===== config.mk =====
export PLATFORM = sky130hd
export DESIGN_NAME = mux_rr_arb
export DESIGN_NICKNAME = d
export VERILOG_FILES = /design/src/rtl/cpu_pkg.sv /design/src/rtl/mux_rr_arb_rr_pick.sv /design/src/rtl/mux_rr_arb.sv
export SDC_FILE = /design/constraint.sdc
export NUM_CORES = 1
export LEC_CHECK = 0
export BUFFER_PORTS_ARGS = -buffer_cell sky130_fd_sc_hd__buf_2
export CORE_ASPECT_RATIO = 0.6
export CORE_UTILIZATION = 45
export DETAILED_ROUTE_END_ITERATION = 10
export PLACE_DENSITY_LB_ADDON = 0.1
export SLEW_MARGIN = 20
export SYNTH_ARGS = -nofsm -noshare
export SYNTH_HDL_FRONTEND = slang
export SYNTH_SLANG_ARGS = --single-unit

===== constraint.sdc =====
create_clock -name clk -period 4.4 [get_ports clk]
set_clock_uncertainty 0.05 [all_clocks]
set_input_delay 0.22 -clock clk [delete_from_list [all_inputs] [get_ports clk]]
set_output_delay 0.22 -clock clk [all_outputs]
set_load 0.1 [all_outputs]

===== src/rtl/cpu_pkg.sv =====
// Shared CPU-wide constants used by datapath blocks.
package cpu_pkg;
    localparam int DEFAULT_WIDTH = 32;
endpackage


===== src/rtl/mux_rr_arb_rr_pick.sv =====
// Combinational round-robin picker: rotate requests by ptr, find first set, rotate back.
module rr_pick
    import cpu_pkg::*;
#(
    parameter int N    = 4,
    parameter int SELW = $clog2(N)
) (
    input  logic [N-1:0]    req,
    input  logic [SELW-1:0] ptr,
    output logic [N-1:0]    gnt,
    output logic [SELW-1:0] gnt_idx,
    output logic            any
);
    logic [2*N-1:0] dbl_s;
    logic [2*N-1:0] shifted_s;
    logic [N-1:0]   rot_s;
    logic [SELW-1:0] off_s;
    logic [SELW:0]   sum_s;
    logic            found_s;

    assign dbl_s     = {req, req};
    assign shifted_s = dbl_s >> ptr;
    assign rot_s     = shifted_s[N-1:0];

    // Lowest set bit of the rotated vector is the offset from ptr; scan downward so it wins.
    always_comb begin
        off_s   = {SELW{1'b0}};
        found_s = 1'b0;
        for (int i = N - 1; i >= 0; i--) begin
            if (rot_s[i]) begin
                off_s   = SELW'(i);
                found_s = 1'b1;
            end else begin
                off_s   = off_s;
                found_s = found_s;
            end
        end
    end

    // Rotate back: explicit wrap keeps non-power-of-two N in range.
    always_comb begin
        sum_s = {1'b0, off_s} + {1'b0, ptr};
        if (sum_s >= (SELW+1)'(N)) begin
            gnt_idx = SELW'(sum_s - (SELW+1)'(N));
        end else begin
            gnt_idx = SELW'(sum_s);
        end
    end

    // One-hot grant derived from the index.
    always_comb begin
        gnt = {N{1'b0}};
        for (int i = 0; i < N; i++) begin
            gnt[i] = found_s && (gnt_idx == SELW'(i));
        end
    end

    assign any = found_s;
endmodule


===== src/rtl/mux_rr_arb.sv =====
// N-channel round-robin arbitrating mux with valid/ready handshakes and a registered output.
module mux_rr_arb
    import cpu_pkg::*;
#(
    parameter int WIDTH = DEFAULT_WIDTH,
    parameter int N     = 4,
    parameter int SELW  = $clog2(N)
) (
    input  logic                 clk,
    input  logic                 resetn,
    input  logic [N-1:0]         in_valid,
    input  logic [N*WIDTH-1:0]   in_data,
    output logic [N-1:0]         in_ready,
    output logic                 out_valid,
    output logic [WIDTH-1:0]     out_data,
    output logic [SELW-1:0]      out_sel,
    input  logic                 out_ready
);
    logic [SELW-1:0]  ptr_r;
    logic             out_valid_r;
    logic [WIDTH-1:0] out_data_r;
    logic [SELW-1:0]  out_sel_r;

    logic [N-1:0]     gnt_s;
    logic [SELW-1:0]  gnt_idx_s;
    logic             any_s;
    logic             can_load_s;
    logic             xfer_s;
    logic [SELW-1:0]  ptr_next_s;

    rr_pick #(.N(N), .SELW(SELW)) u_pick (
        .req     (in_valid),
        .ptr     (ptr_r),
        .gnt     (gnt_s),
        .gnt_idx (gnt_idx_s),
        .any     (any_s)
    );

    // resetn gates the accept so nothing is offered while reset is held.
    assign can_load_s = ~out_valid_r | out_ready;
    assign xfer_s     = resetn & can_load_s & any_s;
    assign in_ready   = xfer_s ? gnt_s : {N{1'b0}};
    assign ptr_next_s = (gnt_idx_s == SELW'(N - 1)) ? {SELW{1'b0}} : gnt_idx_s + SELW'(1);

    // Output register and priority pointer.
    always_ff @(posedge clk or negedge resetn) begin
        if (!resetn) begin
            ptr_r       <= {SELW{1'b0}};
            out_valid_r <= 1'b0;
            out_data_r  <= {WIDTH{1'b0}};
            out_sel_r   <= {SELW{1'b0}};
        end else if (xfer_s) begin
            ptr_r       <= ptr_next_s;
            out_valid_r <= 1'b1;
            out_data_r  <= in_data[int'(gnt_idx_s)*WIDTH +: WIDTH];
            out_sel_r   <= gnt_idx_s;
        end else if (out_valid_r && out_ready) begin
            out_valid_r <= 1'b0;
        end else begin
            out_valid_r <= out_valid_r;
        end
    end

    assign out_valid = out_valid_r;
    assign out_data  = out_data_r;
    assign out_sel   = out_sel_r;
endmodule


# Yosys cells after proc, flatten, opt, wreduce, memory -nomap -nowiden
# Cells that the tools add are included.
# W data, S select, Z words.
word_totals:
  reg_bits: 37
  in_bits: 135
  out_inout_bits: 39
  word_cells: 37
classes:
  n_addsub: 3
  order_cmp: 1
  n_eq_ne: 3
  n_shift: 2
  mux: 13
  bitwise_logic: 4
  reduce_logical: 7
ops:
  columns: ["cell", "n"]
  rows:
  - ["$shiftx A128 B8 Y32", 1]
  - ["$mux W2", 6]
  - ["$shr A8 B2 Y4", 1]
  - ["$mux W1", 6]
  - ["$logic_and A1 B1 Y1", 5]
  - ["$eq A2 B2 Y1 const B", 2]
  - ["$mux W4", 1]
  - ["$add A2 B2 Y3", 1]
  - ["$ge A3 B3 Y1 const B", 1]
  - ["$add A2 B1 Y2 const B", 1]
  - ["$and A1 B1 Y1", 2]
  - ["$eq A2 B1 Y1 const B", 1]
  - ["$logic_not A2 Y1", 1]
  - ["$reduce_bool A2 Y1", 1]
  - ["$sub A2 B1 Y2 const B", 1]
  - ["$not A1 Y1", 1]
  - ["$or A1 B1 Y1", 1]

# Longest topological paths before layout
# Gate-level depths: netlist of run 1.
depth:
  word_depth: 11
  mapped_depth: 15
  mapped_depth_nobuf: 13

# Modules after synthesis
# Synthesis of run 1 repeated with hierarchy kept, for this count alone.
unflattened:
  hier_cells: 166
  hier_area_um2: 2565.0
modules_own_cells:
  columns: ["mod", "instances", "cells_each", "area_per_inst_um2", "seq_area_each_um2"]
  rows:
  - ["mux_rr_arb", 1, 128, 2303.5, 925.9]
  - ["rr_pick", 1, 38, 261.5, 0.0]

# Least setup slack after synthesis of run 1
# OpenSTA, ideal clock, no wires.
synth_path:
  path_kind: "reg-to-output"
  from: "register ptr_r[1]"
  to: "output port in_ready[0]"
  arrival_ns: 4.067
  required_ns: 4.130
  setup_slack_ns: 0.063
  path_stages_with_launch: 14
  n_path_buf: 2
  cell_sequence: "dfrtp_1 > buf_6 > nand2b_1 > a21oi_1 > nor2_1 > a21oi_1 > a21oi_1 > ha_1 > xnor2_1 > nor4_4 > buf_6 > nor2_4 > inv_2 > nor3_1"
synth_between:
  elab_chain_len: 11
  word_cells_on_any_way: 17
  cone_classes: "2 x add/sub; 1 x order compare; 1 x shift; 10 x mux; 1 x bitwise; 2 x reduce/logical"
synth_lines:
  columns: ["item", "line_no", "text"]
  rows:
  - ["from (decl)", "mux_rr_arb.sv:19", "logic [SELW-1:0] ptr_r;"]
  - ["from (signal assigned)", "mux_rr_arb.sv:48", "ptr_r <= {SELW{1'b0}};"]
  - ["from (signal assigned)", "mux_rr_arb.sv:53", "ptr_r <= ptr_next_s;"]
  - ["$shr A8 B2 Y4", "mux_rr_arb_rr_pick.sv:22", "assign shifted_s = dbl_s >> ptr;"]
  - ["$mux W2 (4 in a row)", "mux_rr_arb_rr_pick.sv:30", "if (rot_s[i]) begin"]
  - ["$add A2 B2 Y3", "mux_rr_arb_rr_pick.sv:42", "sum_s = {1'b0, off_s} + {1'b0, ptr};"]
  - ["$ge A3 B3 Y1 / $sub A2 B1 Y2 (equally long branches)", "mux_rr_arb_rr_pick.sv:43, mux_rr_arb_rr_pick.sv:44", null]
  - ["$mux W2", "mux_rr_arb_rr_pick.sv:43", "if (sum_s >= (SELW+1)'(N)) begin"]
  - ["$logic_not A2 Y1", "mux_rr_arb_rr_pick.sv:54", "gnt[i] = found_s && (gnt_idx == SELW'(i));"]
  - ["$logic_and A1 B1 Y1", "mux_rr_arb_rr_pick.sv:54", null]
  - ["$mux W4 (*)", "mux_rr_arb.sv:42", "assign in_ready = xfer_s ? gnt_s : {N{1'b0}};"]
  - ["to (decl)", "mux_rr_arb.sv:13", "output logic [N-1:0] in_ready,"]
# Every way passes the cells marked *; elsewhere a longest branch is shown, timed or not.

# Final worst setup path of run 1
layout_path:
  from: "register ptr_r[1]"
  to: "output port in_ready[3]"
layout_between:
  elab_chain_len: 11
  word_cells_on_any_way: 17
  cone_classes: "2 x add/sub; 1 x order compare; 1 x eq/ne; 1 x shift; 10 x mux; 1 x bitwise; 1 x reduce/logical"
layout_lines:
  columns: ["item", "line_no", "text"]
  rows:
  - ["$shr A8 B2 Y4", "mux_rr_arb_rr_pick.sv:22", null]
  - ["$mux W2 (4 in a row)", "mux_rr_arb_rr_pick.sv:30", null]
  - ["$add A2 B2 Y3 (*)", "mux_rr_arb_rr_pick.sv:42", null]
  - ["$ge A3 B3 Y1 / $sub A2 B1 Y2 (equally long branches)", "mux_rr_arb_rr_pick.sv:43, mux_rr_arb_rr_pick.sv:44", null]
  - ["$mux W2 (*)", "mux_rr_arb_rr_pick.sv:43", null]
  - ["named net gnt_idx_s[0]", "mux_rr_arb.sv:25", "logic [SELW-1:0] gnt_idx_s;"]
  - ["$eq A2 B2 Y1 (*)", "mux_rr_arb_rr_pick.sv:54", null]
  - ["$logic_and A1 B1 Y1 (*)", "mux_rr_arb_rr_pick.sv:54", null]
  - ["$mux W4 (*)", "mux_rr_arb.sv:42", null]
# Mark *: on every way through the listed nets, which the timed path passes. The rest lies on a longest branch.

==> summary.txt, run 1 <==
STA
  – Setup repair after global routing missed its margin: no
  – Total setup violations reported at the end of the flow: 0
  – Worst hold-check slack: 0.233 ns
  – Tcrit/Tclk final: 72.8%
  – Worst Setup Slack, final: 1.20 ns
  – Highest clock frequency the design can meet: 0.312 GHz
  – Post-layout minimum cycle time: 3.20 ns
  – Final Hold Violating Endpoints: 0
  – Least-Margin Pin Slew: 0.939 ns
  – Slew Limit Fails: 0
  – Slew margin rel.: 37.4%
  – Sum of negative setup slack: 0 ns

Synthesis
  – Number of enable flip-flop cells after synthesis: 0
  – Flip-flop and latch count after synthesis: 37
  – Primary FF master, synth: sky130_fd_sc_hd__dfrtp_1
  – Sequential area share after synthesis: 28.9%
  – Yosys Warn Count: 0
  – Cell count after synthesis: 320
  – Post-Syn Nets: 457
  – Proportion of register bits with asynchronous set or reset after synthesis: 100%
  – Post-Syn Area: 0.00321 mm²
  – Post-Syn Area per Cell: 10.0 µm²
  – Number of library cell types mapped by synthesis: 39

Place
  – Last weighted congestion value of the routability-driven placer: 0.832
  – Pre-CTS WS: 1.34 ns
  – Half-perimeter wire length after placement: 6430 µm
  – Cell Area, Placed: 0.00403 mm²
  – Number of input and output port buffers inserted: 173

Job
  – Total of max-cap violations: 0

Route
  – Count of vias placed by the detailed router: 3022
  – WL/cell: 16.5 µm
  – Drt pass-1 iters: 7
  – Count of nets left with antenna violations after detail routing: 0
  – Post-detailed-route via-to-cell ratio: 5.43
  – Starting DRC count in detailed routing: 232
  – Wirelength, routed: 9180 µm
  – Residual DRC: 20

Layout
  – Most used cells in the layout excluding fill and tap cells: sky130_fd_sc_hd__buf_2 (173), sky130_fd_sc_hd__nor2b_1 (67), sky130_fd_sc_hd__nand2_1 (41)
  – Number of antenna cells inserted: 0
  – Leading cell type in the layout, fill and taps excluded: sky130_fd_sc_hd__buf_2
  – Fraction of layout cells with a size suffix above 1: 54.5%
  – Area of all placed cells without fillers: 0.00418 mm²
  – Area growth from synthesis to layout: 30.4%
  – Final-stage net count: 607

Status
  – Status: complete, but fails checks
  – Violated checks: design-rule violations

Global route
  – Global-route usage over all layers: 24.2%
  – Global-route wire length before repair: 14100 µm
  – Vias in the first global route: 2778
  – Congestion Overflow GR: 0
  – Initial antenna violation count: 0
  – Maximum number of pins on one net before global-route repair: 77

Floorplanning
  – Die outline width: 111 µm
  – Vertical extent of the die: 67.4 µm
  – Number of placement rows: 23
  – Area of the die: 0.00748 mm²
  – CORE AREA: 0.00679 mm²
  – Top-level I/O count: 174
  – Effective utilization at floorplan: 47.2%

Clock network
  – Maximum number of buffers from clock root to sink: 2
  – Number of setup buffers added after CTS: 0
  – CTS tree: done
  – Number of levels in the clock H-tree: 2
  – Clock sink count: 37
  – Clock latency at the later pin of the worst-skew pair: 0.27 ns
  – Clock slew seen by the registers of the worst setup and hold paths: 0.06 ns
  – Root buffer cell: sky130_fd_sc_hd__clkbuf_16
  – Total CTS buffers: 5

Worst hold path
  – Path category of the worst min-delay check: input pin to flop

Critical path
  – Biggest fanout along the worst timing path: 58
  – Required time worst endpoint: 4.13 ns
  – Data arrival time of the critical path: 2.93 ns
  – Nature of the critical path startpoint: flop
  – Kind of end point of the critical path: output pin
  – Category of the critical setup timing path: flop to output pin
[logic make-up after synthesis]
logic type,after synthesis,synth area share (%)
compound gates,110,39.0
xor+xnor,2,0.547
fa+ha+maj,2,0.781
buf+inv,39,7.42
flops,37,28.9
mux,1,0.312
simple gates,129,23.1
[sequential cells by signal, summed over array words and instances, names as in the netlist]
signal,cells
out_sel,2
out_valid,1
ptr_r,2
out_data,32
[critical path, cell delays in order (launching register included)]
cell and delay (ns):
sky130_fd_sc_hd__dfrtp_1 0.51, sky130_fd_sc_hd__nand2b_1 0.22, sky130_fd_sc_hd__a21oi_1 0.14, sky130_fd_sc_hd__nor2_1 0.05
sky130_fd_sc_hd__a21oi_1 0.10, sky130_fd_sc_hd__a21oi_1 0.11, sky130_fd_sc_hd__ha_4 0.70, sky130_fd_sc_hd__ha_1 0.28
sky130_fd_sc_hd__and2_1 0.12, sky130_fd_sc_hd__buf_2 0.42
[worst paths after layout]
| path | start | endpoint | slack (ns) | cells past startpoint |
|---|---|---|---|---|
| max in group asynchronous | resetn | out_data[12] | 3.46 | 3 |
| min reg2reg | out_data[27] | out_data[27] | 0.42 | 2 |
| min | in_data[34] | out_data[2] | 0.23 | 3 |
| min in group asynchronous | resetn | out_sel[0] | 0.48 | 3 |
| max reg2reg | ptr_r[1] | out_data[14] | 1.35 | 11 |
| max | ptr_r[1] | in_ready[3] | 1.20 | 9 |
[Yosys cell counts, types with 2 or more instances]
master / count / area, µm²
sky130_fd_sc_hd__buf_2: 13 / 65.1
sky130_fd_sc_hd__nand2b_1: 5 / 31.3
sky130_fd_sc_hd__dfrtp_1: 37 / 926
sky130_fd_sc_hd__o31ai_1: 4 / 30.0
sky130_fd_sc_hd__buf_6: 8 / 90.1
sky130_fd_sc_hd__a21oi_1: 4 / 20.0
sky130_fd_sc_hd__ha_1: 2 / 25.0
sky130_fd_sc_hd__nor2_1: 4 / 15.0
sky130_fd_sc_hd__clkbuf_1: 12 / 45.0
sky130_fd_sc_hd__buf_4: 4 / 30.0
sky130_fd_sc_hd__nand2_1: 41 / 154
sky130_fd_sc_hd__o21ai_1: 2 / 10.0
sky130_fd_sc_hd__a2111oi_2: 29 / 435
sky130_fd_sc_hd__a221oi_1: 32 / 280
sky130_fd_sc_hd__nor3_1: 3 / 15.0
sky130_fd_sc_hd__a2111oi_0: 3 / 26.3
sky130_fd_sc_hd__nor2b_1: 67 / 419
sky130_fd_sc_hd__o31ai_2: 29 / 363
[layout make-up]
cell class | instances | area (µm²)
Fill cell | 593 | 2610
Multi-Input combinational cell | 244 | 2060
Timing Repair Buffer | 180 | 933
Sequential cell | 37 | 926
Clock buffer | 7 | 143
Tap cell | 87 | 109
Inverter | 2 | 7.51
[per-stage QoR]
step | std cells | utilization (%)
2_1_floorplan | 320 | -
3_5_place_dp | 549 | 59.3
3_3_place_gp | 549 | 59.3
6_report | 557 | 61.6
4_1_cts | 557 | 61.6
5_1_grt | 557 | 61.6
[metal layers]
| layer | up-vias | part of all wire (%) | routed length, µm | track usage [%] |
|---|---|---|---|---|
| met5 | - | 0 | 0 | 0 |
| met4 | 0 | 0.26 | 24 | 3.08 |
| met3 | 2 | 6.4 | 591 | 5.48 |
| met2 | 114 | 44 | 4000 | 38.1 |
| met1 | 1369 | 50 | 4560 | 34.9 |
| li1 | 1537 | - | - | - |
[repair_timing]
action / in CTS / in global routing
gates resized for setup: 0 / 0
hold buffers: 1 / 0
endpoints found under the hold margin: 37 / 0
Power of run 1 is left out: the tool's default activity adds up to more than one toggle a clock period on the data nets, which glitch-free logic cannot reach.
==> inputs of run 2 (changes only) <==
ABC_AREA = 1   (was unset)
CORE_UTILIZATION = 40   (was 45)
clock period = 2.7 ns   (was 4.4 ns; I/O delays follow)
==> run 2 against run 1 <==
The flow still finishes with violations (design-rule violations). Routed wire length decreased by 6.8%. Area after synthesis down 8.9%. Worst hold slack worse by 0.14 ns. Core utilization down 0.77 points. Via count shrank 0.36%. Critical path type unchanged. Critical endpoint unchanged.
==> summary.txt, run 2 <==
Clock network
  – Total CTS buffers: 5 (unchanged)
  – Number of levels in the clock H-tree: 2 (unchanged)
  – CTS tree: done
  – Root buffer cell: sky130_fd_sc_hd__clkbuf_16
  – Maximum number of buffers from clock root to sink: 2 (unchanged)
  – Clock sink count: 37 (unchanged)
  – Clock latency at the later pin of the worst-skew pair: 0.27 ns (about the same)
  – Clock slew seen by the registers of the worst setup and hold paths: 0.06 ns (about the same)

Synthesis
  – Primary FF master, synth: sky130_fd_sc_hd__dfrtp_1
  – Arithmetic-cell share of the synthesized area counting full adders, half adders and majority gates: 0.857% (+0.076 points)
  – Count leader, synth: sky130_fd_sc_hd__nand2_1
  – Top cells by count, synth: sky130_fd_sc_hd__nand2_1 (88), sky130_fd_sc_hd__mux2i_1 (64), sky130_fd_sc_hd__nand3_1 (55)
  – Flip-flop and latch count after synthesis: 37 (unchanged)
  – Share of the synthesized netlist area taken by xor and xnor gates: 0.557% (+0.010 points)
  – Post-synth top area cell: sky130_fd_sc_hd__dfrtp_1
  – Share of synthesized area spent on multiplexers: 21.9% (+22 points)
  – Area fraction in and, or, nand and nor cells after synthesis: 36.7% (+14 points)
  – Proportion of register bits with asynchronous set or reset after synthesis: 100% (unchanged)
  – Post-Syn Area: 0.00292 mm² (-8.9%)
  – Number of library cell types mapped by synthesis: 23 (-41%)
  – Cell count after synthesis: 345 (+7.8%)
  – Yosys Warn Count: 0 (unchanged)
  – Sequential area share after synthesis: 31.7% (+2.8 points)
  – Post-Syn Area per Cell: 8.47 µm² (-15%)
  – Number of enable flip-flop cells after synthesis: 0 (unchanged)
  – Cell types with the largest area share after synthesis: sky130_fd_sc_hd__dfrtp_1 (32%), sky130_fd_sc_hd__mux2i_1 (22%), sky130_fd_sc_hd__nand2_1 (11%)
  – Area fraction in compound gates after synthesis: 0.600% (-38 points)
  – Dominant combinational cell family by area after synthesis: simple AND/OR/NAND/NOR gates
  – Share of Yosys cell area claimed by the top area cell type: 31.7% (+2.8 points)
  – Post-Syn Nets: 482 (+5.5%)

Critical path
  – Biggest fanout along the worst timing path: 6 (-90%)
  – Nature of the critical path startpoint: flop
  – Category of the critical setup timing path: flop to output pin
  – Required time worst endpoint: 2.52 ns (-1.61 ns)
  – Kind of end point of the critical path: output pin
  – Data arrival time of the critical path: 2.40 ns (-0.53 ns)
  – Reg2reg path depth: 15 (+4)

STA
  – Slew margin rel.: 66.0% (+29 points)
  – Least-Margin Pin Slew: 0.513 ns (-0.426 ns)
  – Total setup violations reported at the end of the flow: 0 (unchanged)
  – Tcrit/Tclk final: 95.8%
  – Slew Limit Fails: 0 (unchanged)
  – Final Hold Violating Endpoints: 0 (unchanged)
  – Highest clock frequency the design can meet: 0.387 GHz
  – Worst Setup Slack, final: 0.114 ns (-1.08 ns)
  – Post-layout minimum cycle time: 2.59 ns

Global route
  – Vias in the first global route: 2658 (-4.3%)
  – Initial antenna violation count: 0 (unchanged)
  – Global-route wire length before repair: 12400 µm (-12%)
  – Congestion Overflow GR: 0 (unchanged)
  – Maximum number of pins on one net before global-route repair: 38 (-51%)
  – Global-route usage over all layers: 20.8% (-3.4 points)

Layout
  – Area of all placed cells without fillers: 0.00418 mm² (unchanged)
  – Area growth from synthesis to layout: 43.1%
  – Final-stage net count: 660 (+8.7%)
  – Count of fill cells added during filler insertion: 638 (+7.6%)
  – Final cell utilization of the core: 60.8% (-0.77 points)
  – Most used cells in the layout excluding fill and tap cells: sky130_fd_sc_hd__buf_2 (169), sky130_fd_sc_hd__nand2_1 (87), sky130_fd_sc_hd__mux2i_1 (64)
  – Max FFs per register: 32 (unchanged)
  – Number of antenna cells inserted: 0 (unchanged)
  – Leading cell type in the layout, fill and taps excluded: sky130_fd_sc_hd__buf_2
  – Fraction of layout cells with a size suffix above 1: 51.6% (-2.8 points)

Place
  – Cell Area, Placed: 0.00393 mm² (-2.5%)
  – Number of input and output port buffers inserted: 173 (unchanged)
  – Pre-CTS WS: -0.0552 ns (-1.40 ns)
  – Half-perimeter wire length after placement: 6270 µm (-2.4%)
  – Last weighted congestion value of the routability-driven placer: 0.769 (-7.6%)

Status
  – Violated checks: design-rule violations
  – Status: complete, but fails checks

Route
  – Count of vias placed by the detailed router: 3011 (-0.36%)
  – Residual DRC: 12 (-40%)
  – Post-detailed-route via-to-cell ratio: 4.94 (-9.0%)
  – Drt pass-1 iters: 7 (unchanged)
  – WL/cell: 14.0 µm (-15%)
  – Starting DRC count in detailed routing: 145 (-38%)
  – Count of nets left with antenna violations after detail routing: 0 (unchanged)
  – Wirelength, routed: 8550 µm (-6.8%)

Floorplanning
  – Area of the die: 0.00766 mm² (+2.5%)
  – Top-level I/O count: 174 (unchanged)
  – Effective utilization at floorplan: 42.5% (-4.7 points)
  – CORE AREA: 0.00688 mm² (+1.3%)
  – Vertical extent of the die: 68.2 µm (+1.2%)
  – Die outline width: 112 µm (+1.2%)
  – Number of placement rows: 23 (unchanged)

Worst hold path
  – Number of instances on the worst hold path: 4 (+1)
  – Path category of the worst min-delay check: input pin to flop

Job
  – Total of max-cap violations: 0 (unchanged)
[run 2: cell count changes in the layout (fill, tap and decap cells not counted), moves of 29 or more]
cell | previous run | this run
sky130_fd_sc_hd__mux2i_1 | 1 | 64
sky130_fd_sc_hd__o31ai_2 | 29 | 0
sky130_fd_sc_hd__nor2b_1 | 67 | 0
sky130_fd_sc_hd__nand3_1 | 0 | 55
sky130_fd_sc_hd__a221oi_1 | 32 | 0
sky130_fd_sc_hd__nand2_2 | 0 | 33
sky130_fd_sc_hd__a2111oi_2 | 29 | 0
sky130_fd_sc_hd__nand2_1 | 41 | 87
[run 2: kinds of logic (layout without fill, tap and decap cells)]
| kind of cell | count (synthesis) | after routing |
|---|---|---|
| and+or+nand+nor | 204 | 204 |
| muxes | 64 | 64 |
| DFF | 37 | 37 |
| buffers and inverters | 34 | 212 |
| AOI/OAI and AO/OA | 3 | 3 |
| adders and majority gates | 2 | 2 |
| xor gates and xnor gates | 1 | 1 |
[run 2: worst max-delay path, stage by stage (launching register included)]
cell and delay (ns):
sky130_fd_sc_hd__dfrtp_2 0.41, sky130_fd_sc_hd__inv_2 0.07, sky130_fd_sc_hd__nand2_1 0.08, sky130_fd_sc_hd__nand3_1 0.09
sky130_fd_sc_hd__nand2_2 0.10, sky130_fd_sc_hd__nand3_1 0.09, sky130_fd_sc_hd__a21boi_2 0.19, sky130_fd_sc_hd__ha_4 0.19
sky130_fd_sc_hd__xor2_4 0.18, sky130_fd_sc_hd__inv_2 0.06, sky130_fd_sc_hd__nand3_4 0.09, sky130_fd_sc_hd__nand2_8 0.07
sky130_fd_sc_hd__ha_1 0.20, sky130_fd_sc_hd__inv_2 0.08, sky130_fd_sc_hd__nor2_4 0.04, sky130_fd_sc_hd__buf_12 0.17
[run 2: repair_timing]
| item | in CTS | in global routing |
|---|---|---|
| endpoints found under the setup margin | 20 | 1 |
| pin swaps | 2 | 6 |
| resized for setup | 7 | 0 |
| endpoints found under the hold margin | 37 | 0 |
| hold buffers | 1 | 0 |
| buffers inserted | 3 | 5 |
[run 2: metal layers]
| metal | vias up | routed length [µm] | track usage, % |
|---|---|---|---|
| li1 | 1511 | - | - |
| met1 | 1369 | 3820 | 26.7 |
| met2 | 127 | 4050 | 36.8 |
| met3 | 4 | 634 | 5.23 |
| met4 | 0 | 36 | 3.00 |
| met5 | - | 0 | 0 |
[run 2: per-stage QoR]
step                TNS [ns]  hold slack (ns)  instances
global placement           0            0.226        594
global route         -0.0176            0.109        610
finish                     0           0.0898        610
CTS                        0           0.0888        605
floorplan             -0.366           -0.211        345
detailed placement    -0.215            0.217        594
[run 2: layout make-up]
| class | count | area [µm²] | share of cell area (%) |
|---|---|---|---|
| flip-flops and latches | 37 | 928 | 22.2 |
| clock buffers | 7 | 143 | 3.41 |
| multi-input cells | 274 | 1820 | 43.6 |
| inverters | 10 | 38.8 | 0.928 |
| repair buffers | 195 | 1140 | 27.2 |
| well taps | 87 | 109 | 2.60 |
[run 2: path summary, 6_finish.rpt]
path                              startpoint           end  slack (ns)
worst min-delay path               out_ready     out_valid        0.09
min in group asynchronous             resetn  out_data[28]        0.43
max in group asynchronous             resetn      ptr_r[1]        1.81
worst max-delay path                ptr_r[0]   in_ready[3]        0.11
worst min register to register  out_data[15]  out_data[15]        0.42
worst max register to register      ptr_r[0]  out_data[18]        0.35
Power of run 2 is left out for the same reason.
